[config.mk]
export PLATFORM = sky130hd
export DESIGN_NAME = load_store_unit
export DESIGN_NICKNAME = d
export VERILOG_FILES = /design/src/rtl/lsu_pkg.sv /design/src/rtl/lsu_align.sv /design/src/rtl/load_store_unit.sv
export SDC_FILE = /design/constraint.sdc
export NUM_CORES = 1
export LEC_CHECK = 0
export CORE_MARGIN = 8
export CORE_UTILIZATION = 29
export CTS_CLUSTER_DIAMETER = 30
export DETAILED_ROUTE_END_ITERATION = 12
export MAX_ROUTING_LAYER = met4
export SLEW_MARGIN = 5
export SYNTH_ARGS = -nofsm -noshare
export SYNTH_HDL_FRONTEND = slang
export SYNTH_SLANG_ARGS = --single-unit
[constraint.sdc]
create_clock -name clk -period 4.1 [get_ports clk]
set_clock_uncertainty 0.2 [all_clocks]
set_input_delay 0.615 -clock clk [delete_from_list [all_inputs] [get_ports clk]]
set_output_delay 0.615 -clock clk [all_outputs]
set_load 0.05 [all_outputs]
[src/rtl/lsu_pkg.sv]
// lsu_pkg: shared definitions for the load/store unit.
//   - FSM state encodings (plain localparams so older tools can read them)
//   - RV32I load/store funct3 encodings
//   - response error codes driven on o_rsp_err
package lsu_pkg;

  localparam logic [1:0] S_IDLE = 2'd0;
  localparam logic [1:0] S_REQ  = 2'd1;
  localparam logic [1:0] S_WAIT = 2'd2;
  localparam logic [1:0] S_RESP = 2'd3;

  localparam logic [2:0] F3_LB  = 3'b000;
  localparam logic [2:0] F3_LH  = 3'b001;
  localparam logic [2:0] F3_LW  = 3'b010;
  localparam logic [2:0] F3_LBU = 3'b100;
  localparam logic [2:0] F3_LHU = 3'b101;
  localparam logic [2:0] F3_SB  = 3'b000;
  localparam logic [2:0] F3_SH  = 3'b001;
  localparam logic [2:0] F3_SW  = 3'b010;

  typedef enum logic [1:0] {
    ERR_OK       = 2'b00,
    ERR_MISALIGN = 2'b01,
    ERR_TIMEOUT  = 2'b10,
    ERR_ILLEGAL  = 2'b11
  } lsu_err_e;

endpackage

[src/rtl/lsu_align.sv]
// lsu_align: combinational data path of the load/store unit.
//   i_we, i_funct3, i_addr_lo : operation being checked / steered
//   i_wdata                   : store data (rs2)
//   i_rdata                   : raw bus read word
//   o_illegal, o_misaligned   : legality checks
//   o_be, o_wdata             : byte enables and lane-replicated store data
//   o_rdata                   : extracted and sign/zero-extended load data
module lsu_align
  import lsu_pkg::*;
(
  input  logic        i_we,
  input  logic [2:0]  i_funct3,
  input  logic [1:0]  i_addr_lo,
  input  logic [31:0] i_wdata,
  input  logic [31:0] i_rdata,
  output logic        o_illegal,
  output logic        o_misaligned,
  output logic [3:0]  o_be,
  output logic [31:0] o_wdata,
  output logic [31:0] o_rdata
);

  logic [31:0] w_shifted;
  logic [7:0]  w_byte;
  logic [15:0] w_half;

  // Byte lane selected by the low address bits lands in bits [7:0].
  assign w_shifted = i_rdata >> {i_addr_lo, 3'b000};
  assign w_byte    = w_shifted[7:0];
  assign w_half    = i_addr_lo[1] ? i_rdata[31:16] : i_rdata[15:0];

  always_comb begin
    o_illegal = 1'b1;
    case (i_funct3)
      F3_LB, F3_LH, F3_LW: o_illegal = 1'b0;
      F3_LBU, F3_LHU:      o_illegal = i_we;   // unsigned forms exist only for loads
      default:             o_illegal = 1'b1;
    endcase
  end

  always_comb begin
    o_misaligned = 1'b0;
    case (i_funct3[1:0])
      2'b01:   o_misaligned = i_addr_lo[0];
      2'b10:   o_misaligned = (i_addr_lo != 2'b00);
      default: o_misaligned = 1'b0;
    endcase
  end

  always_comb begin
    o_be    = 4'b1111;
    o_wdata = i_wdata;
    if (i_we) begin
      case (i_funct3[1:0])
        2'b00: begin
          o_be    = 4'b0001 << i_addr_lo;
          o_wdata = {4{i_wdata[7:0]}};
        end
        2'b01: begin
          o_be    = i_addr_lo[1] ? 4'b1100 : 4'b0011;
          o_wdata = {2{i_wdata[15:0]}};
        end
        default: begin
          o_be    = 4'b1111;
          o_wdata = i_wdata;
        end
      endcase
    end
  end

  always_comb begin
    o_rdata = i_rdata;
    case (i_funct3)
      F3_LB:   o_rdata = {{24{w_byte[7]}}, w_byte};
      F3_LBU:  o_rdata = {24'h0, w_byte};
      F3_LH:   o_rdata = {{16{w_half[15]}}, w_half};
      F3_LHU:  o_rdata = {16'h0, w_half};
      default: o_rdata = i_rdata;
    endcase
  end

endmodule

[src/rtl/load_store_unit.sv]
// load_store_unit: bridges the execute stage to a word-wide, variable-latency
// data bus. Stalls the core while a transaction is outstanding and returns a
// one-cycle response with extended load data or an error code.
//   clk, reset                     : clock, async active-high reset
//   i_req_*                        : memory op from execute (held while o_stall)
//   o_stall                        : core must hold PC/request
//   o_rsp_valid/o_rsp_rdata/o_rsp_err : completion pulse, data, error code
//   o_mem_* / i_mem_*              : bus request side and grant/read-data side
//
// state | meaning
// IDLE  | waiting for a request; legality checked on the live inputs
// REQ   | bus request asserted until grant
// WAIT  | load granted, waiting for read data
// RESP  | one-cycle response, always back to IDLE
module load_store_unit
  import lsu_pkg::*;
#(
  parameter int TIMEOUT_CYCLES = 255,
  parameter int CNT_W          = 8
) (
  input  logic        clk,
  input  logic        reset,
  input  logic        i_req_valid,
  input  logic        i_req_we,
  input  logic [2:0]  i_req_funct3,
  input  logic [31:0] i_req_addr,
  input  logic [31:0] i_req_wdata,
  output logic        o_stall,
  output logic        o_rsp_valid,
  output logic [31:0] o_rsp_rdata,
  output logic [1:0]  o_rsp_err,
  output logic        o_mem_req,
  output logic        o_mem_we,
  output logic [31:0] o_mem_addr,
  output logic [3:0]  o_mem_be,
  output logic [31:0] o_mem_wdata,
  input  logic        i_mem_gnt,
  input  logic        i_mem_rvalid,
  input  logic [31:0] i_mem_rdata
);

  localparam logic [CNT_W-1:0] CNT_LIMIT = CNT_W'(TIMEOUT_CYCLES);

  logic [1:0]       r_state;
  logic             r_we;
  logic [2:0]       r_funct3;
  logic [31:0]      r_addr;
  logic [31:0]      r_wdata;
  logic [CNT_W-1:0] r_cnt;
  lsu_err_e         r_err;
  logic [31:0]      r_rdata;

  logic             w_idle;
  logic             w_in_req;
  logic             w_in_resp;
  logic             w_sel_we;
  logic [2:0]       w_sel_funct3;
  logic [1:0]       w_sel_addr_lo;
  logic             w_illegal;
  logic             w_misaligned;
  logic [3:0]       w_be;
  logic [31:0]      w_lane_wdata;
  logic [31:0]      w_load_data;
  logic [CNT_W-1:0] w_cnt_inc;
  logic             w_limit;

  assign w_idle    = (r_state == S_IDLE);
  assign w_in_req  = (r_state == S_REQ);
  assign w_in_resp = (r_state == S_RESP);

  // One aligner serves both phases: live inputs are checked in IDLE, the
  // captured request drives steering/extraction afterwards.
  assign w_sel_we      = w_idle ? i_req_we          : r_we;
  assign w_sel_funct3  = w_idle ? i_req_funct3      : r_funct3;
  assign w_sel_addr_lo = w_idle ? i_req_addr[1:0]   : r_addr[1:0];

  lsu_align u_align (
    .i_we         (w_sel_we),
    .i_funct3     (w_sel_funct3),
    .i_addr_lo    (w_sel_addr_lo),
    .i_wdata      (r_wdata),
    .i_rdata      (i_mem_rdata),
    .o_illegal    (w_illegal),
    .o_misaligned (w_misaligned),
    .o_be         (w_be),
    .o_wdata      (w_lane_wdata),
    .o_rdata      (w_load_data)
  );

  assign w_cnt_inc = r_cnt + CNT_W'(1);
  assign w_limit   = (w_cnt_inc == CNT_LIMIT);

  always_ff @(posedge clk or posedge reset) begin
    if (reset) begin
      r_state  <= S_IDLE;
      r_we     <= 1'b0;
      r_funct3 <= 3'b000;
      r_addr   <= 32'h0;
      r_wdata  <= 32'h0;
      r_cnt    <= '0;
      r_err    <= ERR_OK;
      r_rdata  <= 32'h0;
    end else begin
      case (r_state)
        S_IDLE: begin
          r_cnt <= '0;
          if (i_req_valid) begin
            r_we     <= i_req_we;
            r_funct3 <= i_req_funct3;
            r_addr   <= i_req_addr;
            r_wdata  <= i_req_wdata;
            r_rdata  <= 32'h0;
            if (w_illegal) begin
              r_err   <= ERR_ILLEGAL;
              r_state <= S_RESP;
            end else if (w_misaligned) begin
              r_err   <= ERR_MISALIGN;
              r_state <= S_RESP;
            end else begin
              r_err   <= ERR_OK;
              r_state <= S_REQ;
            end
          end
        end
        S_REQ: begin
          r_cnt <= w_cnt_inc;
          // A grant on the limit cycle still counts as success.
          if (i_mem_gnt) begin
            r_state <= r_we ? S_RESP : S_WAIT;
          end else if (w_limit) begin
            r_err   <= ERR_TIMEOUT;
            r_state <= S_RESP;
          end
        end
        S_WAIT: begin
          r_cnt <= w_cnt_inc;
          if (i_mem_rvalid) begin
            r_rdata <= w_load_data;
            r_state <= S_RESP;
          end else if (w_limit) begin
            r_err   <= ERR_TIMEOUT;
            r_state <= S_RESP;
          end
        end
        default: begin
          r_cnt   <= '0;
          r_state <= S_IDLE;
        end
      endcase
    end
  end

  assign o_stall     = (w_idle & i_req_valid) | w_in_req | (r_state == S_WAIT);
  assign o_rsp_valid = w_in_resp;
  assign o_rsp_rdata = w_in_resp ? r_rdata : 32'h0;
  assign o_rsp_err   = w_in_resp ? r_err : ERR_OK;

  // Bus fields are only driven while the request is on the bus.
  assign o_mem_req   = w_in_req;
  assign o_mem_we    = w_in_req & r_we;
  assign o_mem_addr  = w_in_req ? {r_addr[31:2], 2'b00} : 32'h0;
  assign o_mem_be    = w_in_req ? w_be : 4'b0000;
  assign o_mem_wdata = w_in_req ? w_lane_wdata : 32'h0;

endmodule
==> results of run 1 <==
[worst min-delay path by stage]
stage | startpoint | end | slack (ps) | depth (start not counted)
after floorplan | r_rdata[0]$_DFFE_PP0P_ | r_rdata[0]$_DFFE_PP0P_ | 240 | 2
after detailed placement | r_rdata[18]$_DFFE_PP0P_ | r_rdata[18]$_DFFE_PP0P_ | 260 | 2
after CTS | r_rdata[18]$_DFFE_PP0P_ | r_rdata[18]$_DFFE_PP0P_ | 280 | 2
after global placement | r_rdata[24]$_DFFE_PP0P_ | r_rdata[24]$_DFFE_PP0P_ | 250 | 2
final | r_rdata[18]$_DFFE_PP0P_ | r_rdata[18]$_DFFE_PP0P_ | 280 | 2
after global routing | r_rdata[21]$_DFFE_PP0P_ | r_rdata[21]$_DFFE_PP0P_ | 300 | 2
[power breakdown]
part	switching, mW	total, mW	internal [mW]	leakage [nW]
logic	2.95	5.06	2.10	2.30
registers	0.348	1.92	1.57	1.39
clock network	0.481	0.921	0.440	0.151
[stage by stage]
step	std cells	setup slack [ps]	hold WS, ps	utilization, %
final	1149	313	275	42.5
after CTS	1148	178	279	42.5
after global placement	1132	536	255	41.1
after detailed placement	1132	496	260	41.1
after global routing	1149	67.9	298	42.5
after floorplan	668	2.17	241	-
[layout make-up]
cell class	count	area [sq um]	share of cell area, %
diodes	1	2.50	0.0263
clock buffers	9	225	2.37
clock inverters	7	86.3	0.908
inverters	12	47.5	0.500
multi-input cells	499	3480	36.6
flip-flops and latches	112	2800	29.5
well taps	285	357	3.75
repair buffers	224	2500	26.3
[routing by layer]
layer	share of wire, %	track usage [%]	vias up	routed length (microns)
li1	-	-	2711	-
met1	46	20.8	2726	9880
met2	45	23.5	215	9720
met3	8.3	5.32	12	1800
met4	0.88	3.95	0	191
met5	0	-	-	0
[logic make-up (layout without fill, tap and decap cells)]
kind of cell	after synthesis	count (layout)	synth area share, %
muxes	82	82	14.2
buffers and inverters	57	252	4.53
AOI/OAI and AO/OA	152	152	16.5
other	1	3	0.0576
DFF	112	112	43.0
xor gates and xnor gates	6	6	0.807
adders and majority gates	10	10	1.92
and+or+nand+nor	247	247	19.0
[placed cells by master, fill, tap and decap left out, types with 4 or more instances in the layout]
cell type          n
a211oi_1           7
a21oi_1           24
a21oi_2            8
a221oi_1           7
a222oi_1           7
a22o_1             8
a31oi_1            4
and2_1            82
buf_12            30
buf_4             15
clkbuf_16          9
clkdlybuf4s50_1  179
dfrtp_1          112
ha_1               8
inv_1              9
mux2_2            76
nand2_1           54
nand2b_1          12
nand3_1            5
nor2_1            70
nor2b_1            7
nor3_1             4
o21ai_0           47
o21ai_2           11
o221a_2            8
xnor2_1            5
[timing repair]
action                                  CTS  global route
endpoints found under the hold margin     0             0
gates resized for setup                   0             2
hold buffers                              0             0
endpoints found under the setup margin    0             4
[worst max-delay path, delay by kind of cell (launching register included)]
family          cells  cell delay [ps]
flops               1              470
buf+inv             3              440
fa+ha+maj           2              490
simple gates        1              100
compound gates      3              720
mux                 1              380
[state kept, by name, summed over array words and instances (netlist names)]
| name | count |
|---|---|
| r_wdata | 32 |
| r_addr | 32 |
| r_funct3 | 3 |
| r_state | 2 |
| r_err | 2 |
| r_rdata | 32 |
| r_cnt | 8 |
| r_we | 1 |
==> results.md, run 1 <==
* Post-synth ARST share at 100%
* Lkg Pwr at about 3.8 nW
* Status: completed
* ANT nets after route at 0
* Area growth, synth to finish at 45.9%
* Clk Latency, worst-skew pair at between 300 and 400 ps
* Fmax at 264 MHz
* Clk buf depth at 2
* Hold WC Path Type: reg -> reg
* Routed WL at 21.6 mm
* Vias in the first global route at between 5k and 6k
* Cell with the most instances after synthesis: dfrtp_1
* CTS Sinks at between 100 and 150
* Largest net degree at the start of global routing at 79
* Critical path's slowest cell: dfrtp_1
* Data arrival, critical path at around 3000 ps
* Worst-path clk slew at around 80 ps
* Max-slew headroom at between 30 and 40%
* Leading area contributor after synthesis: dfrtp_1
* Final HPWL DP at around 16 mm
* First-pass GRT wire length at about 34 mm
* Most frequent CP cell: ha_1
* Worst r2r src: r_state[1]$_DFFE_PP0P_
* Worst setup path start: r_state[1]$_DFFE_PP0P_
* Final period util at between 90% and 100%
* Final Total Pwr at about 7.9 mW
* Synthesized area at roughly 0.0065 sq mm
* Count of distinct cell types in the synthesized netlist at slightly below 60
* CP Capture Point: o_mem_be[0]
* Starting DRT DRC Count at approximately 380
* Design Area, Final at roughly 0.0095 sq mm
* Maxcap violations at 0
* Final Hold Fails at 0
* CTS tree: built
* Placement-stage cell area at 0.00918 sq mm
* Crit. End Element: output port
* Core region area at about 0.022 sq mm
* FF-to-FF setup slack at just over 700 ps
* Startpoint Class: register
* Die span in x at 166 microns
* Post-Syn Instances at ~670
* Top cells by count, synth: 112 x dfrtp_1, 82 x and2_1, 76 x mux2_2
* Layout cells sized above 1 at 21.0%
* Required time of the worst setup path at 3280 ps
* Synth warnings at 0
* Largest cells by area after synthesis: dfrtp_1 43%, mux2_2 13%, and2_1 7.9%, nor2_1 4.0%, o21ai_0 3.7%
* Crit Path Category: reg -> out
* Initial core utilization at between 20% and 30%
* Worst r2r path cells at 9
* Seq/Total Area, Yosys at 43.0%
* Max-slew violations at 0
* Vias at roughly 5.7k
* RSZ-0062 raised after global routing: false
* Max VDD drop at approximately 0.00054 V
* Number of antenna violations at the first check in global routing at 1
* Filler instances at 2195
* Ports at roughly 210
* Yosys top cell area share at 43.0%
* Layout Nets at around 970
* Postcts setup bufs at 0
* Root Driver: clkbuf_16
* Critical path peak fanout at 9
* Top FF cell, synth: dfrtp_1
* H-tree levels at 3
* Wire per inst at about 19 microns
* Slew @ Worst Pin at approximately 1000 ps
* Post-synth EDFFs at 0
* TNS Setup at 0 ps
* Routability cong. at between 0.8 and 0.9
* Yosys reg bits at 112
* Worst-path cell chain: inv_1 > ha_1 > mux2_2 > ha_1 > buf_4 > a211oi_4 > o21ai_0 > a31oi_1 > nor2b_1 > buf_12
* GR Overflow Total at 0
* Crit Reg-Reg Endpoint: r_rdata[11]$_DFFE_PP0P_
* Avg Inst Size Synth at around 10 sq um
* Slowest cell delay on critical path at 470 ps
* Setup Viol. Count Final at 0
* Row Count at 55
* Drt first pass iters at 5
* Power Dens Cells at slightly above 800 mW/mm^2
* Vias per cell at 4.93
* Die Ht at approximately 170 microns
* Die area at 0.0275 sq mm
* GRT Total Usage at approximately 16%
* PortBufs at approximately 210
* Period minus WS final at 3790 ps
* Post-route DRC at 0
* CTS buffer count at 9
Note: power is estimated with default switching activity, not from simulation.
==> run 2: changes to the inputs <==
CTS_BUF_LIST = sky130_fd_sc_hd__clkbuf_8   (was unset)
==> run 2 against run 1 <==
Critical endpoint unchanged. Non-clock buffer count stayed put. Setup slack worse by 43 ps. Die area stayed put. Count of clock-buffer cells in the layout stayed put. Worst hold slack better by 9.2 ps. Routed wire length is 0.13% higher. Power is 2.6% lower. Global-route usage hardly changed. Combinational power hardly changed.
==> results.md, run 2 (synthesis gave the netlist of run 1 again) <==
* Status: completed
* Final period util at 93.4%
* Crit Path Category: reg -> out
* CTS tree: built
* PortBufs at between 200 and 250
* Maxcap violations at 0
* Postcts setup bufs at 0
* Layout cells sized above 1 at 21.0%
* CTS buffer count at 9
* Largest net degree at the start of global routing at between 70 and 80
* Max-slew headroom at 30.9%
* TNS Setup at 0 ps
* Die span in x at around 170 microns
* Vias at approximately 5.7k
* GRT Total Usage at 15.9%
* Max-slew violations at 0
* Hold wc startpoint: r_rdata[18]$_DFFE_PP0P_
* Lkg Pwr at 3.80 nW
* Pre-CTS setup slack at a little under 500 ps
* Initial core utilization at between 20 and 30%
* Number of antenna violations at the first check in global routing at 2
* Routed WL at 21.6 mm
* Most common cell after layout, fill and taps aside: clkdlybuf4s50_1
* Routability cong. at 0.821
* RSZ-0062 raised after global routing: false
* Period minus WS final at 3830 ps
* Worst setup path start: r_state[1]$_DFFE_PP0P_
* GR Overflow Total at 0
* Drt first pass iters at 5
* ANT nets after route at 0
* Most frequent CP cell: ha_1
* Final Hold Fails at 0
* Die Ht at 166 microns
* Power Dens Cells at between 800 and 900 mW/mm^2
* Ports at approximately 210
* Final setup margin at between 200 and 300 ps
* Crit. End Element: output port
* Worst-path clk slew at around 120 ps
* Buf/Inv on CP at 3
* Max VDD drop at roughly 0.00053 V
* CTS Sinks at 112
* Hold WC Path Type: reg -> reg
* Worst path top cell family by delay: compound AO/OA/AOI/OAI gates
* Most frequent cells in the layout: 179 x clkdlybuf4s50_1, 112 x dfrtp_1, 82 x and2_1, 76 x mux2_2, 70 x nor2_1
* Core region area at 0.0224 sq mm
* Starting DRT DRC Count at 383
* Slowest cell delay on critical path at ~480 ps
* Vias per cell at about 5
* Worst-path cell chain: inv_1 > ha_1 > mux2_2 > ha_1 > buf_4 > a211oi_4 > o21ai_0 > a31oi_1 > nor2b_1 > buf_12
* Die area at 0.0275 sq mm
* Startpoint Class: register
* Register area at roughly 0.0028 sq mm
* Setup Viol. Count Final at 0
* H-tree levels at 3
* Multi-input gate area at 0.00348 sq mm
* Leading registers by flop count: r_addr (32), r_rdata (32), r_wdata (32)
* Filler instances at around 2.2k
* Worst r2r src: r_state[1]$_DFFE_PP0P_
* Critical path peak fanout at 9
* Data arrival, critical path at about 3000 ps
* Final HPWL DP at between 15 and 20 mm
* Layout Nets at between 900 and 1k
* Wire per inst at approximately 19 microns
* Clk Latency, worst-skew pair at between 300 and 400 ps
* Area growth, synth to finish at 44.4%
* Vias in the first global route at 5904
* First-pass GRT wire length at about 34 mm
* Row Count at 55
* Clk buf depth at 2
* Post-route DRC at 0
* Required time of the worst setup path at between 3000 and 4000 ps
* Fmax at between 200 and 300 MHz
* Root Driver: clkbuf_8
* Slew @ Worst Pin at approximately 1000 ps
* Critical path's slowest cell: dfrtp_1
[run 2: cell types whose count changed in the layout (fill, tap and decap cells not counted)]
cell,before,now
clkbuf_16,9,0
clkbuf_8,0,9
diode_2,1,2
[run 2: layout make-up]
class                           instances  share of cell area, %
Antenna cell                            2                 0.0532
Tap cell                              285                   3.79
Multi-Input combinational cell        499                   37.0
Timing Repair Buffer                  224                   26.6
Sequential cell                       112                   29.8
Inverter                               12                  0.505
Clock inverter                          7                  0.918
Clock buffer                            9                   1.32
[run 2: layer usage]
metal | track usage [%] | wire length [microns]
met1 | 20.7 | 9950
met2 | 23.3 | 9470
met3 | 5.54 | 1940
met4 | 4.07 | 255
met5 | - | 0
[run 2: path summary, 6_finish.rpt]
kind,end,slack [ps],depth (start not counted)
max in group asynchronous,r_rdata[27]$_DFFE_PP0P_,2490,3
min,r_rdata[18]$_DFFE_PP0P_,280,2
min in group asynchronous,r_addr[16]$_DFFE_PP0P_,380,2
min reg2reg,r_rdata[18]$_DFFE_PP0P_,280,2
max reg2reg,r_rdata[11]$_DFFE_PP0P_,670,9
max,o_mem_be[0],270,10
[run 2: worst min-delay path, delay by kind of cell (launching register included)]
| family | cells | cell delay (ps) |
|---|---|---|
| compound gates | 1 | 50 |
| flops | 1 | 360 |
| simple gates | 1 | 60 |
[run 2: what timing repair did]
action | 4_1_cts | 5_1_grt
resized for setup | 0 | 2
hold endpoints to repair | 0 | 0
hold buffers | 0 | 0
endpoints found under the setup margin | 0 | 10
[run 2: through the flow]
step	util [%]	power, mW	hold WS [ps]	cells	area [sq um]
2_1_floorplan	-	5.25	241	668	6550
5_1_grt	42.1	8.20	307	1150	9410
3_3_place_gp	41.1	6.98	255	1132	9180
3_5_place_dp	41.1	7.02	260	1132	9180
6_report	42.1	7.69	284	1150	9410
4_1_cts	42.0	7.76	289	1148	9390
[run 2: report_power, final]
part,leakage [nW],switching (mW),internal [mW]
Sequential,1.39,0.346,1.57
Combinational,2.30,2.96,2.10
Clock,0.105,0.462,0.247
Total,3.80,3.77,3.92
